File: src/rtl/pll_reset_pkg.sv
// pll_reset_pkg: state encoding and counter-width helper for the PLL reset sequencer
package pll_reset_pkg;
  typedef enum logic [1:0] {WAIT_LOCK = 2'd0, FILTER = 2'd1, HOLD = 2'd2, RUN = 2'd3} state_t;
  function automatic int cnt_width(input int f, input int h);
    return $clog2((f > h ? f : h) + 1);
  endfunction
endpackage

File: src/rtl/sync_2ff.sv
// sync_2ff: 1-bit two-flop synchronizer; ports i_clk, i_rst (sync, high), i_d (async in), o_q (synced out)
module sync_2ff (
  input  logic i_clk,
  input  logic i_rst,
  input  logic i_d,
  output logic o_q
);
  logic r_meta, r_q;
  always_ff @(posedge i_clk)
    if (i_rst) {r_q, r_meta} <= 2'b00;
    else {r_q, r_meta} <= {r_meta, i_d};
  assign o_q = r_q;
endmodule

File: src/rtl/pll_reset_sequencer.sv
// pll_reset_sequencer: lock-qualified reset from PLL locked; ports clock, reset, locked_in, soft_reset -> reset_out, ready, lock_loss_count
module pll_reset_sequencer
  import pll_reset_pkg::*;
#(
  parameter int FILTER_CYCLES = 1024,
  parameter int HOLD_CYCLES   = 65536
) (
  input  logic       clock,
  input  logic       reset,
  input  logic       locked_in,
  input  logic       soft_reset,
  output logic       reset_out,
  output logic       ready,
  output logic [7:0] lock_loss_count
);
  localparam int CW = cnt_width(FILTER_CYCLES, HOLD_CYCLES);
  localparam logic [CW-1:0] F_C = CW'(FILTER_CYCLES);
  localparam logic [CW-1:0] H_C = CW'(HOLD_CYCLES);
  logic w_locked_s;
  state_t r_state, w_state;
  logic [CW-1:0] r_cnt, w_cnt, w_cnt_inc;
  logic [7:0] r_loss, w_loss;
  logic r_reset_out, r_ready;
  sync_2ff u_sync (
    .i_clk(clock),
    .i_rst(reset),
    .i_d  (locked_in),
    .o_q  (w_locked_s)
  );
  assign w_cnt_inc = r_cnt + 1'b1;
  // Counter defaults to clear; only the counting paths keep it moving.
  // FILTER compares the held count (entry already counted one sample), HOLD
  // compares the incremented count so RUN lands exactly HOLD_CYCLES edges after HOLD entry.
  always_comb begin
    w_state = r_state;
    w_cnt   = '0;
    w_loss  = r_loss;
    case (r_state)
      WAIT_LOCK: if (w_locked_s) begin
        w_state = FILTER;
        w_cnt   = CW'(1);
      end
      FILTER:
        if (!w_locked_s) w_state = WAIT_LOCK;
        else if (r_cnt == F_C) w_state = HOLD;
        else w_cnt = w_cnt_inc;
      HOLD:
        if (!w_locked_s) w_state = WAIT_LOCK;
        else if (soft_reset) w_cnt = '0;
        else if (w_cnt_inc == H_C) w_state = RUN;
        else w_cnt = w_cnt_inc;
      RUN:
        if (!w_locked_s) begin
          w_state = WAIT_LOCK;
          w_loss  = r_loss + {7'd0, r_loss != 8'hFF};
        end else if (soft_reset) w_state = HOLD;
    endcase
  end
  always_ff @(posedge clock)
    if (reset) begin
      r_state     <= WAIT_LOCK;
      r_cnt       <= '0;
      r_loss      <= '0;
      r_reset_out <= 1'b1;
      r_ready     <= 1'b0;
    end else begin
      r_state     <= w_state;
      r_cnt       <= w_cnt;
      r_loss      <= w_loss;
      r_reset_out <= w_state != RUN;
      r_ready     <= w_state == RUN;
    end
  assign reset_out       = r_reset_out;
  assign ready           = r_ready;
  assign lock_loss_count = r_loss;
endmodule

File: config.mk
export PLATFORM = sky130hd
export DESIGN_NAME = pll_reset_sequencer
export DESIGN_NICKNAME = d
export VERILOG_FILES = /design/src/rtl/pll_reset_pkg.sv /design/src/rtl/sync_2ff.sv /design/src/rtl/pll_reset_sequencer.sv
export SDC_FILE = /design/constraint.sdc
export NUM_CORES = 1
export LEC_CHECK = 0
export CORE_UTILIZATION = 50
export CTS_CLUSTER_SIZE = 8
export DETAILED_ROUTE_END_ITERATION = 10
export PLACE_DENSITY = 0.83
export RECOVER_POWER = 100
export SYNTH_ARGS = -nofsm -noshare
export SYNTH_HDL_FRONTEND = slang
export SYNTH_SLANG_ARGS = --single-unit
File: constraint.sdc
create_clock -name clock -period 2.2 [get_ports clock]
set_input_delay 0.44 -clock clock [delete_from_list [all_inputs] [get_ports clock]]
set_output_delay 0.44 -clock clock [all_outputs]
set_load 0.01 [all_outputs]
== Word-level counts from Yosys, hierarchy flattened ==
Cells that the tools add are included.
Word-level totals
  register bits: 31
  input port bits: 4
  output and inout port bits: 10
  word-level logic and storage cells: 36
Cells by class
  add/sub/neg operators: 2
  eq/ne operators: 8
  multiplexer cells: 16
  bitwise operators: 1
  reductions and logical operators: 2
Operators by type and width (count)
  17-bit two-way mux: 5
  17-bit case mux with 3 select lines: 1
  17-bit by 1-bit adder with 17-bit output (second input constant): 1
  17-bit by 11-bit equality test with 1-bit output (second input constant): 1
  17-bit equality test (second input constant): 1
  2-bit two-way mux: 8
  8-bit by 1-bit adder with 8-bit output: 1
  8-bit inequality test (second input constant): 1
  2-bit case mux with 4 select lines: 1
  2-bit equality test (second input constant): 3
  2-bit by 1-bit equality test with 1-bit output (second input constant): 1
  2-bit zero test: 1
  2-bit inequality test (second input constant): 1
  2-bit AND reduction: 1
  1-bit two-way mux: 1
  1-bit NOT: 1

== Logic depth before layout (Yosys ltp) ==
  depth in word-level cells: 7
  depth in mapped cells: 9

== Hierarchy ==
A second synthesis with hierarchy kept.
Second synthesis, totals
  cell total of the unflattened synthesis: 183
  area total of the unflattened synthesis: 1587.8 um2
By module, submodules not included
  pll_reset_sequencer: times used 1, cells each 179, area each 1535.2 um2, sequential area each 580.6 um2
  sync_2ff: times used 1, cells each 4, area each 52.6 um2, sequential area each 40.0 um2

== Worst setup path after synthesis ==
No wires, ideal clock.
  path kind: register to register
  start point: reg r_cnt[0]
  end point: reg r_cnt[1]
  arrival: 2.082 ns
  required time: 2.068 ns
  setup slack: -0.014 ns
  stages on the path, launching flop included: 8
  buffers on the path: 0
  path through: dfxtp_1 > ha_1 > nand2_1 > or4_4 > nor4b_2 > o22ai_1 > nor4_1 > nor3b_1
Between the ends
  longest elaborated chain between the ends: 6
  elaborated cells on any way between the ends: 9
  classes of those cells: add/sub (1); eq/ne (2); mux (6)
RTL lines
  from (decl): RTL line pll_reset_sequencer.sv:21  | logic [CW-1:0] r_cnt, w_cnt, w_cnt_inc;
  from (signal assigned): RTL line pll_reset_sequencer.sv:68  | r_cnt <= w_cnt;
  17-bit by 1-bit adder with 17-bit output: RTL line pll_reset_sequencer.sv:30  | assign w_cnt_inc = r_cnt + 1'b1;
  17-bit equality test: RTL line pll_reset_sequencer.sv:50  | else if (w_cnt_inc == H_C) w_state = RUN;
  17-bit two-way mux: RTL line pll_reset_sequencer.sv:50
  17-bit two-way mux: RTL line pll_reset_sequencer.sv:49  | else if (soft_reset) w_cnt = '0;
  17-bit two-way mux: RTL line pll_reset_sequencer.sv:48  | if (!w_locked_s) w_state = WAIT_LOCK;
  17-bit case mux with 3 select lines *: RTL line pll_reset_sequencer.sv:38  | case (r_state)
Mark *: on every way between the ends. The rest lies on a longest branch, timed or not.
A chain may end at the register's enable or synchronous reset.

== Final worst setup path ==
  start point: reg r_cnt[12]
  end point: reg r_state[0]
Between the ends
  longest elaborated chain between the ends: 6
  elaborated cells on any way between the ends: 9
  classes of those cells: add/sub (1); eq/ne (2); mux (6)
RTL lines
  17-bit by 1-bit adder with 17-bit output: RTL line pll_reset_sequencer.sv:30
  17-bit equality test: RTL line pll_reset_sequencer.sv:50
  2-bit two-way mux: RTL line pll_reset_sequencer.sv:50
  2-bit two-way mux: RTL line pll_reset_sequencer.sv:49
  2-bit two-way mux: RTL line pll_reset_sequencer.sv:48
  2-bit case mux with 4 select lines *: RTL line pll_reset_sequencer.sv:38
  to (signal assigned): RTL line pll_reset_sequencer.sv:67  | r_state <= w_state;
  to (decl): RTL line pll_reset_sequencer.sv:20  | state_t r_state, w_state;
Marked as above.

==> qor.txt <==
Initial DRT Pass Iterations - 4
Hold Slack - 0.453 ns
Hold Crit Class - reg2reg
clock sinks - 31
Crit Path Category - reg2reg
H-tree levels - 2
Final min period - 2.15 ns
final core occ - 69.0%
estimated wirelength of the detail-placed design - 2.53 mm
remaining global-route overflow - 0
asr flop ratio synth - 0%
worst slew pin tran - 0.504 ns
initial antenna violation count - 0
Final WS setup - 0.0542 ns
Post-synth EDFFs - 0
setup violators final - 0
Worst Skew - 0.0109 ns
drt total wl - 3.53 mm
Num CTS Buffers - 5
pre-CTS setup slack - -0.00229 ns
Layout Area Growth over Synthesis - 26.7%
share of cells above drive strength 1 - 21.1%
Cell Area, Synth - 1550 um^2
highest-count cells in the layout ignoring fill and taps - nor2_1, dfxtp_1, buf_4
status - finished clean
fmax - 466 MHz
CTS clk-pin slew, worst paths - 0.10 ns
Core ar. - 2850 um^2
YS warnings - 0
sequential cell area fraction in the yosys report - 39.9%
max-slew violation count - 0
Post-Syn Instances - 182
via count - 1,421
fillers - 236
wire length per cell - 14.2 um
Die H - 57.8 um
Int Pwr - 691 uW
row count - 19
gr usage total - 22.9%
number of port buffers - 13
Vias/cell - 5.71
Detailed Route Iter0 Violations - 28
drt drc - 0
syn_area_per_cell - 8.54 um^2
clk_lat worst skew - 0.34 ns
power density cells - 455 nW/um^2
RSZ-0062 raised after global routing - yes
Yosys reg bits - 31
Critical Path Start Type - register
syn nets - 190
# IOs - 14
Final ANT Viol Nets - 0
share of power burned in registers - 62.6%
first-pass GRT wire length - 5.80 mm
MaxCap Viol Count - 0
CTS root buffer - clkbuf_4
antenna fix cells - 0
Initial Util - 54.5%
area of the die - 3340 um^2
Die Span X - 57.8 um
largest net degree at the start of global routing - 18
Clk pwr share - 35.7%
Final Hold Fails - 0
NetSw - 205 uW
switching share of power - 22.9%
CP max FO - 4
Peak VDD IR - 0.365 mV
required time of the critical path - 2.48 ns
vias in the first global route - 1,372
Slew headroom - 66.3%
Layout Nets - 225
CTS tree - yes
fin crit share - 97.5%
CP Capture Type - register
most used flip-flop cell after synthesis - dfxtp_1
CP arrival - 2.43 ns
GP Congestion - 0.898
combinational power share - 1.7%
CTS max path bufs - 2
Leak Pwr - 0.000688 uW
Synth cell types - 39
commonest non-fill, non-tap cell in the layout - nor2_1
## path summary, 6_finish.rpt
kind                       from         end  slack, ns  cells after the start
setup / recovery      r_cnt[12]  r_state[0]       0.05                      6
hold / removal    u_sync.r_meta  u_sync.o_q       0.45                      1
setup reg to reg      r_cnt[12]  r_state[0]       0.05                      6
hold reg to reg   u_sync.r_meta  u_sync.o_q       0.45                      1
## through the flow
step	area [um^2]	setup TNS (ns)	instances	power [uW]
3_3_place_gp	1800	0	234	594
3_5_place_dp	1800	-0.00229	234	595
2_1_floorplan	1550	0	182	586
6_report	1970	0	249	896
4_1_cts	1860	0	242	907
5_1_grt	1970	-0.187	249	929
## final cells by class
type | count | area [um^2] | share of cell area, %
clock buffers | 7 | 45.0 | 2.29
clock inverters | 1 | 5.00 | 0.254
inverters | 5 | 18.8 | 0.954
multi-input cells | 139 | 931 | 47.3
flip-flops and latches | 31 | 641 | 32.5
well taps | 31 | 38.8 | 1.97
repair buffers | 35 | 289 | 14.7
## registers in the layout (all words and copies together) (netlist names)
register / flops
r_cnt: 17
u_sync.o_q: 1
reset_out: 1
u_sync.r_meta: 1
lock_loss_count: 8
r_state: 2
ready: 1
## routing by layer
metal  wire length [um]  global-route usage (%)
met4                 69                    12.6
met3                116                    4.91
met1               1490                    24.3
met5                  0                       0
met2               1860                    42.2
## what timing repair did
item / CTS / global route
setup endpoints to repair: 2 / 6
hold buffers: 0 / 0
pin swaps: 0 / 6
gates resized for setup: 2 / 18
buffers inserted: 0 / 7
## cell usage after synthesis, types with 2 or more instances
cell type   n  area [um^2]
a211oi_1    3         22.5
a21oi_1     4         20.0
and3_1      4         25.0
clkbuf_1    5         18.8
dfxtp_1    31          621
ha_1        4         50.1
inv_1       5         18.8
mux2i_1     2         20.0
nand2_1     9         33.8
nand2b_1    3         18.8
nand3_1     7         35.0
nand4_1     6         37.5
nor2_1     27          101
nor2b_1     3         18.8
nor3_1     11         55.1
nor4_1      5         31.3
o21a_1      3         22.5
o21ai_0     6         30.0
o22ai_1     2         12.5
o31ai_1     3         22.5
or3_1       4         25.0
xnor2_1    11         96.3
xor2_1      8         70.1
## power groups by stage
stage	combinational, uW	clock [uW]	sequential, uW
after floorplan	8.09	0	578
after global placement	15.5	0	578
after detailed placement	16.2	0	579
after CTS	16.1	326	566
after global routing	16.7	351	561
final	15.0	320	561
## cells by family after synthesis
logic type | after synthesis | share of synthesized area, %
simple gates | 88 | 30.7
compound gates | 26 | 11.0
fa+ha+maj | 4 | 3.22
flops | 31 | 39.9
mux | 2 | 1.29
xor+xnor | 19 | 10.7
buf+inv | 12 | 3.22
## worst max-delay path, stage by stage, from the launching register on
cell and delay (ns):
dfxtp_4 0.38, nand4_1 0.14, or4_4 0.60, nor4b_4 0.32
o22ai_4 0.14, nor4_4 0.33, o31a_1 0.17
Power figures use the tool's default switching activity.
